## config.mk

```make
export PLATFORM = sky130hd
export DESIGN_NAME = dram_host_ctrl
export DESIGN_NICKNAME = d
export VERILOG_FILES = /design/src/rtl/dram_host_ctrl.sv
export SDC_FILE = /design/constraint.sdc
export NUM_CORES = 1
export LEC_CHECK = 0
export ABC_CLOCK_PERIOD_IN_PS = 2100
export CAP_MARGIN = 5
export CORE_ASPECT_RATIO = 0.75
export CORE_MARGIN = 2
export CORE_UTILIZATION = 45
export CTS_CLUSTER_SIZE = 8
export DETAILED_ROUTE_END_ITERATION = 6
export HOLD_SLACK_MARGIN = 0.1
export PLACE_DENSITY = 0.84
export SYNTH_ARGS = -nofsm -noshare
export SYNTH_HDL_FRONTEND = slang
export SYNTH_SLANG_ARGS = --single-unit
export TNS_END_PERCENT = 30
```

## constraint.sdc

```tcl
create_clock -name CLK -period 2.1 [get_ports CLK]
set_input_delay 0.21 -clock CLK [delete_from_list [all_inputs] [get_ports CLK]]
set_output_delay 0.21 -clock CLK [all_outputs]
set_load 0.005 [all_outputs]
```

## src/rtl/dram_host_ctrl.sv

```systemverilog
// Host-side command sequencer for the Dram model: one request at a time, issues the
// device strobe, times the write-data slot from shadow WL and captures read/MRR data.
module dram_host_ctrl #(
  parameter int unsigned RL_RST   = 8,
  parameter int unsigned WL_RST   = 8,
  parameter int unsigned TO_SLACK = 4
) (
  input  logic       CLK,
  input  logic       RST,
  input  logic       REQ_VALID,
  output logic       REQ_READY,
  input  logic [1:0] REQ_OP,
  input  logic [7:0] REQ_ADDR,
  input  logic [7:0] REQ_WDATA,
  output logic       RSP_VALID,
  input  logic       RSP_READY,
  output logic [7:0] RSP_DATA,
  output logic       RSP_ERR,
  output logic       R,
  output logic       W,
  output logic       MRW,
  output logic       MRR,
  output logic [7:0] ADDR,
  output logic [7:0] DQ_IN,
  output logic       DRIV_VALID,
  input  logic [7:0] DQ_OUT,
  input  logic       DQ_OE
);

  typedef enum logic [1:0] {
    OP_RD  = 2'b00,
    OP_WR  = 2'b01,
    OP_MRW = 2'b10,
    OP_MRR = 2'b11
  } op_e;

  typedef enum logic [2:0] {
    IDLE,
    ISSUE,
    WR_WAIT,
    RD_WAIT,
    MRR_CAP,
    RESP
  } state_e;

  localparam logic [9:0] SLACK10 = 10'(TO_SLACK);

  state_e     state_q, state_d;
  op_e        op_q;
  logic [7:0] addr_q, wdata_q;
  logic [7:0] rl_q, wl_q;
  logic [7:0] rsp_data_q;
  logic       rsp_err_q;
  logic [9:0] cnt_q;
  logic [9:0] rd_limit;
  logic       wr_slot;

  // Timeout bound kept in 10 bits so rl=255 does not wrap.
  assign rd_limit = {2'b00, rl_q} + 10'd2 + SLACK10;
  assign wr_slot  = (cnt_q == {2'b00, wl_q});

  assign ADDR     = addr_q;
  assign DQ_IN    = wdata_q;
  assign RSP_DATA = rsp_data_q;
  assign RSP_ERR  = rsp_err_q;

  // NOTE: every output and next-state signal gets a default first so no latch is inferred.
  always_comb begin
    state_d    = state_q;
    REQ_READY  = 1'b0;
    RSP_VALID  = 1'b0;
    R          = 1'b0;
    W          = 1'b0;
    MRW        = 1'b0;
    MRR        = 1'b0;
    DRIV_VALID = 1'b0;
    case (state_q)
      IDLE: begin
        REQ_READY = ~RST;
        if (REQ_VALID) state_d = ISSUE;
      end
      ISSUE: begin
        R   = (op_q == OP_RD);
        W   = (op_q == OP_WR);
        MRW = (op_q == OP_MRW);
        MRR = (op_q == OP_MRR);
        case (op_q)
          OP_RD:   state_d = RD_WAIT;
          OP_WR:   state_d = WR_WAIT;
          OP_MRR:  state_d = MRR_CAP;
          default: state_d = RESP;
        endcase
      end
      WR_WAIT: begin
        DRIV_VALID = wr_slot;
        if (wr_slot) state_d = RESP;
      end
      RD_WAIT: begin
        if (DQ_OE || (cnt_q == rd_limit)) state_d = RESP;
      end
      MRR_CAP: state_d = RESP;
      RESP: begin
        RSP_VALID = 1'b1;
        if (RSP_READY) state_d = IDLE;
      end
      default: state_d = IDLE;
    endcase
  end

  // NOTE: state registers use non-blocking assignments; the async reset abandons any transaction.
  always_ff @(posedge CLK or posedge RST) begin
    if (RST) begin
      state_q    <= IDLE;
      op_q       <= OP_RD;
      addr_q     <= '0;
      wdata_q    <= '0;
      rl_q       <= 8'(RL_RST);
      wl_q       <= 8'(WL_RST);
      cnt_q      <= '0;
      rsp_data_q <= '0;
      rsp_err_q  <= 1'b0;
    end else begin
      state_q <= state_d;
      case (state_q)
        IDLE: begin
          if (REQ_VALID) begin
            op_q    <= op_e'(REQ_OP);
            addr_q  <= REQ_ADDR;
            wdata_q <= REQ_WDATA;
          end
        end
        ISSUE: begin
          cnt_q <= '0;
          if (op_q == OP_MRW) begin
            if (addr_q == 8'd0)      rl_q <= wdata_q;
            else if (addr_q == 8'd1) wl_q <= wdata_q;
            rsp_data_q <= '0;
            rsp_err_q  <= 1'b0;
          end
        end
        WR_WAIT: begin
          cnt_q <= cnt_q + 10'd1;
          if (wr_slot) begin
            rsp_data_q <= '0;
            rsp_err_q  <= 1'b0;
          end
        end
        RD_WAIT: begin
          cnt_q <= cnt_q + 10'd1;
          // A data strobe arriving on the last allowed cycle still wins over the timeout.
          if (DQ_OE) begin
            rsp_data_q <= DQ_OUT;
            rsp_err_q  <= 1'b0;
          end else if (cnt_q == rd_limit) begin
            rsp_data_q <= '0;
            rsp_err_q  <= 1'b1;
          end
        end
        MRR_CAP: begin
          rsp_data_q <= DQ_OUT;
          rsp_err_q  <= 1'b0;
        end
        default: ;
      endcase
    end
  end

endmodule
```

==> summary.md, run 1 <==
| Metric | Value |
|---|---|
| Status | finished, violations left |
| Violated checks | setup timing |
| CTS tree | yes |
| R2r worst-path depth | 6 |
| Worst slew pin tran | 0.474 ns |
| Setup TNS | -0.506 ns |
| Post-synthesis cell area | 0.00268 sq mm |
| Critical Path End | RSP_DATA[5] |
| Ys flop type | dfrtp_1 |
| Finished Layout Cells | 405 |
| Clock Latency Late Sink | 0.31 ns |
| CTS root buf | clkbuf_8 |
| Initial DRC count | 131 |
| Unrepaired setup endpoints after global routing | true |
| I/O Pins | 63 |
| Syn_nets | 274 |
| Routed length on met1 | 2.95 mm |
| Sequence of cells on the critical path | o2111a_2 -> or2_0 -> a221o_1 -> a32o_2 -> or3_4 -> a22o_1 |
| Aggregate global routing overflow | 0 |
| Placement Cell Area | 0.00354 sq mm |
| CP max-delay cell | dfrtp_1 |
| DP HPWL | 4.62 mm |
| Top layer in use | met4 |
| Tot Pwr | 4.27 mW |
| Max stage delay on crit path | 0.40 ns |
| Worst-path maximum fanout | 9 |
| Die Wd | 93.1 microns |
| CTS Buf Count | 5 |
| Total track usage | 19.6% |
| Yosys warnings | 0 |
| H-Tree Depth | 2 |
| Fmax | 461 MHz |
| R2R Path End | RSP_DATA[5] |
| Final worst-path cycle share | 103% |
| Via density | 5.35 |
| Reg-to-reg setup timing slack | -0.07 ns |
| Vias in the first global route | 2127 |
| Via count | 2168 |
| Slew Limit Headroom | 68.3% |
| Buffers on Ports | 62 |
| Sequential-to-total area share from yosys stat | 52.5% |
| Drt pass-1 iters | 4 |
| Worst min path class | in2async |
| Worst r2r src | rl_q[2] |
| Yosys cell types | 41 |
| Crit path time final | 2.17 ns |
| Detailed-route DRC error count | 0 |
| Routability-driven placement congestion ratio | 0.893 |
| Synthesis-to-finish area growth | 37.4% |
| Number of synthesized flops with an enable pin | 0 |
| DR WL/cell | 15.6 microns |
| Rows | 24 |
| Post-synth top area share | 50.5% |
| Syn_area_per_cell | 11.1 sq um |
| CP arrival | 2.36 ns |
| Async set-reset flop share out of synthesis | 100% |
| Initial Util | 46.4% |
| Largest net degree at the start of global routing | 45 |
| DRT antenna net count | 0 |
| Placed Cells | 395 |
| Leakage | 1.68 nW |
| Post-synth top area cell | dfrtp_1 |
| First-pass GRT wire length | 10.1 mm |
| Post-synthesis cell count | 241 |
| Setup Skew | 0.00853 ns |
| Initial antenna violation count | 0 |
| Max-slew violation count | 0 |
| Core area | 0.00577 sq mm |
| Worst EP required | 2.30 ns |
| Hold Fails Final Rpt | 0 |
| Metal2 WL | 2.86 mm |
| Chip height | 70.8 microns |
| Critical Path Start Type | flop |
| Final Setup Violations | 9 |
| Final worst slack | -0.0674 ns |
| Post-layout net count | 359 |
| CTS max path bufs | 2 |
| Final design instance area without fill | 0.00368 sq mm |
| Crit path launch | rl_q[2] |
| MaxCap Viol Count | 0 |
| Setup CP Type | reg2reg |
| Antenna cell count | 0 |
| Routed wl met3 | 492 microns |
| Synthesized flop and latch total | 56 |
| Clk slew on worst S/H paths | 0.10 ns |
| Count of clock tree sinks | 56 |
| Die Footprint | 0.00659 sq mm |
| Synth area leaders | dfrtp_1 50%, mux2_1 14%, xor2_1 3.6% |
| Crit end category | flop |
| Max rail drop VDD | 0.710 mV |
| Final WL | 6.33 mm |
| Layout cells sized above 1 | 13.1% |
| Cell Pwr Density | 1160 mW/mm^2 |
[what timing repair did]
item,CTS,global route
endpoints found under the setup margin,11,13
resized for setup,3,4
pin swaps,3,3
buffers inserted,2,0
gates cloned,0,0
hold buffers,0,0
[layout make-up]
| type | count | area [sq um] |
|---|---|---|
| timing repair buffer | 87 | 816 |
| clock buffer | 6 | 72.6 |
| tap | 78 | 97.6 |
| sequential | 56 | 1400 |
| multi-input combinational | 168 | 1220 |
| fill | 459 | 2090 |
| clock inverter | 2 | 38.8 |
| inverter | 8 | 30.0 |
[worst min path at each step]
stage / from / to / slack (ns) / cells after the start
6_report: RST / cnt_q[7] / 0.22 / 2
5_1_grt: RST / cnt_q[9] / 0.24 / 2
4_1_cts: RST / cnt_q[9] / 0.22 / 2
3_5_place_dp: RSP_DATA[0] / RSP_DATA[0] / 0.49 / 1
3_3_place_gp: RSP_DATA[7] / RSP_DATA[7] / 0.49 / 1
2_1_floorplan: RSP_READY / state_q[2] / 0.31 / 1
[sequential cells by signal (all words and copies together) (netlist names)]
| signal | count |
|---|---|
| DQ_IN | 8 |
| rl_q | 8 |
| RSP_DATA | 8 |
| ADDR | 8 |
| state_q | 3 |
| cnt_q | 10 |
| op_q | 2 |
| wl_q | 8 |
| RSP_ERR | 1 |
[metal layers]
metal	track usage, %	up-vias
met5	0	-
met4	3.59	0
met3	4.47	6
met2	31.5	92
met1	27.8	1036
li1	-	1034
[cells by family after synthesis]
logic type / Yosys count / synth area share [%]
muxes: 34 / 14.3
adders and majority gates: 2 / 0.935
xor gates and xnor gates: 18 / 5.89
and+or+nand+nor: 71 / 12.5
DFF: 56 / 52.5
AOI/OAI and AO/OA: 43 / 11.3
buffers and inverters: 17 / 2.71
[cells in the final DEF, fill, tap and decap left out, drive strengths merged, types with 2 or more instances in the layout]
cell           instances
a22o                   8
nand3                  4
a211oi                 2
dfstp                  2
ha                     2
clkbuf                 7
xnor2                  7
nor3                  10
nor4                   4
a21oi                  2
a32o                   2
nand2                 25
or3                    2
mux2                  33
o21ai                 18
inv                    9
and3                   4
nand3b                 2
dfrtp                 54
buf                   25
xor2                  11
clkdlybuf4s50         61
nand2b                 2
nor2                  14
[power breakdown]
group / switching, mW / total, mW / internal [mW] / leakage (nW)
sequential: 0.304 / 1.72 / 1.42 / 0.721
clock: 0.344 / 0.704 / 0.361 / 0.0558
combinational: 0.773 / 1.84 / 1.07 / 0.900
[metrics by stage]
stage	setup slack [ns]	hold WS, ns	util, %
floorplan	-0.0251	0.307	-
global placement	-0.0883	0.486	61.5
detailed placement	-0.146	0.488	61.5
CTS	-0.0626	0.223	63.8
global route	-0.151	0.242	63.8
finish	-0.0674	0.216	63.8
[cell usage after synthesis, types with 2 or more instances]
cell type   n
a21oi_1     2
xor2_1     11
o21ai_1     9
nand2b_1    2
clkbuf_1    7
nor4_1      4
dfstp_2     2
a22o_1      8
nand2_1    25
and3_1      4
xnor2_1     7
or3_1       2
o21ai_0     9
nor2_1     14
a32o_1      2
ha_1        2
mux2_1     33
dfrtp_1    54
nor3_1     10
nand3b_1    2
nand3_1     4
inv_1       8
a211oi_1    2
[critical path, delay by kind of cell (launching register included)]
kind,cells,cell delay (ns)
AOI/OAI and AO/OA,4,1.05
and+or+nand+nor,2,0.60
DFF,1,0.40
No activity file was read; power rests on OpenSTA's default activity.
==> run 2: changes to the inputs <==
CORE_UTILIZATION = 35   (was 45)
PLACE_DENSITY = 0.7   (was 0.84)
RECOVER_POWER = 25   (was not set)
==> run 2 against run 1 <==
Effect of this change:
- the flow still finishes with violations (setup timing)
- worst setup slack worse by 0.067 ns
- clock power down 11%
- largest cell class unchanged
- sequential cell count unchanged
==> summary.md, run 2 (synthesized netlist as in run 1, its figures left out) <==
| Metric | Value |
|---|---|
| Setup TNS | -0.929 ns |
| Total track usage | 16.2% |
| I/O Pins | 63 |
| Initial DRC count | 90 |
| Setup Skew | 0.0156 ns |
| Worst-path maximum fanout | 9 |
| Reg-to-reg setup timing slack | -0.13 ns |
| CTS root buf | clkbuf_8 |
| Max-slew violation count | 0 |
| Final Setup Violations | 9 |
| Aggregate global routing overflow | 0 |
| Unrepaired setup endpoints after global routing | true |
| DRT antenna net count | 0 |
| DR WL/cell | 15.2 microns |
| Sequence of cells on the critical path | o2111a_2 -> or2_0 -> a221o_1 -> a32o_1 -> or3_4 -> a22o_1 |
| Biggest register | cnt_q |
| Slew Limit Headroom | 43.4% |
| Chip height | 79.7 microns |
| Hold buffer count at CTS | 0 |
| MaxCap Viol Count | 0 |
| Internal | 2.74 mW |
| Critical Path Start Type | flop |
| Largest net degree at the start of global routing | 39 |
| Die Wd | 105 microns |
| Core area | 0.00736 sq mm |
| Leakage | 1.65 nW |
| Via density | 5.03 |
| Initial antenna violation count | 0 |
| Status | finished, violations left |
| Die Footprint | 0.00837 sq mm |
| Violated checks | setup timing |
| Antenna cell count | 0 |
| Initial Util | 36.3% |
| Count of clock tree sinks | 56 |
| Routability-driven placement congestion ratio | 0.885 |
| Synthesis-to-finish area growth | 38.1% |
| Clock Latency Late Sink | 0.33 ns |
| Most frequent cells in the layout | 60 x clkdlybuf4s50_1, 51 x dfrtp_1, 33 x mux2_1 |
| Hold Fails Final Rpt | 0 |
| Clk slew on worst S/H paths | 0.11 ns |
| Switch share | 34.9% |
| P_sw | 1.47 mW |
| Max stage delay on crit path | 0.42 ns |
| Worst EP required | 2.31 ns |
| Worst slew pin tran | 0.849 ns |
| Rows | 27 |
| Max reg flops | 10 |
| Fmax | 448 MHz |
| Max rail drop VDD | 0.499 mV |
| H-Tree Depth | 2 |
| Post-layout net count | 357 |
| Cell Pwr Density | 1140 mW/mm^2 |
| Final worst slack | -0.135 ns |
| Via count | 2144 |
| Clock power frac | 15.0% |
| First-pass GRT wire length | 10.6 mm |
| Tot Pwr | 4.21 mW |
| Commonest non-fill, non-tap cell in the layout | clkdlybuf4s50_1 |
| Detailed-route DRC error count | 0 |
| CTS tree | yes |
| DP HPWL | 4.77 mm |
| Setup CP Type | reg2reg |
| Flop pwr share | 41.0% |
| Crit end category | flop |
| CP arrival | 2.44 ns |
| Worst min path class | in2reg |
| CTS max path bufs | 2 |
| CP max-delay cell | dfrtp_1 |
| Logic gate share of total power | 44.1% |
| Layout cells sized above 1 | 13.5% |
| Filler cells | 698 |
| Crit path time final | 2.23 ns |
| Drt pass-1 iters | 4 |
| Buffer count from post-CTS setup fixing | 0 |
| Buffers on Ports | 62 |
| Vias in the first global route | 2047 |
| Final WL | 6.46 mm |
| Final worst-path cycle share | 106% |
| CTS Buf Count | 5 |
run 2: layout make-up:
cell class	count	area (sq um)	share of cell area, %
Multi-Input combinational cell	168	1230	33.4
Clock inverter	3	27.5	0.745
Inverter	8	30.0	0.813
Clock buffer	5	68.8	1.86
Tap cell	101	126	3.42
Timing Repair Buffer	85	802	21.7
Sequential cell	56	1410	38.1
run 2: per-stage QoR:
step / std cells / util, % / hold slack [ns] / worst slack (ns) / area (sq um)
final: 426 / 50.2 / 0.419 / -0.135 / 3690
after global routing: 426 / 50.2 / 0.447 / -0.181 / 3690
after CTS: 426 / 50.3 / 0.263 / -0.0883 / 3700
after detailed placement: 418 / 48.7 / 0.485 / -0.174 / 3580
after global placement: 418 / 48.7 / 0.485 / -0.105 / 3580
after floorplan: 241 / - / 0.307 / -0.0251 / 2680
run 2: power groups by stage:
stage	logic [mW]	registers (mW)	clock network [mW]
3_5_place_dp	1.82	1.73	0
5_1_grt	2.04	1.77	0.700
3_3_place_gp	1.78	1.72	0
4_1_cts	1.87	1.71	0.645
6_report	1.85	1.72	0.630
2_1_floorplan	0.923	1.68	0
run 2: per-layer routing:
layer  track usage (%)  vias up  routed length (microns)
met1              23.3     1047                     3340
met2              23.8       59                     2700
li1                  -     1028                        -
met5                 0        -                        0
met4              4.80        0                       79
met3              4.57       10                      342
run 2: worst max-delay path: cells and delay by family (launching register included):
kind / cells / cell delay, ns
and+or+nand+nor: 2 / 0.62
DFF: 1 / 0.42
AOI/OAI and AO/OA: 4 / 1.08
run 2: path summary, 6_finish.rpt:
path / cells past startpoint / startpoint / to
min in group asynchronous: 2 / RST / DQ_IN[1]
min: 3 / REQ_OP[0] / op_q[0]
max in group asynchronous: 3 / RST / state_q[1]
min reg2reg: 1 / RSP_DATA[1] / RSP_DATA[1]
max reg2reg: 6 / rl_q[2] / RSP_DATA[1]
max: 6 / rl_q[2] / RSP_DATA[1]
run 2: timing repair:
action	CTS	global route
setup endpoints to repair	11	14
resized for setup	7	3
pin swaps	1	1
==> run 3: changes to the inputs <==
SLEW_MARGIN = 40   (was not set)
==> results of run 3 <==
Same layout as run 2: the final DEF is identical, and so are final timing and power.
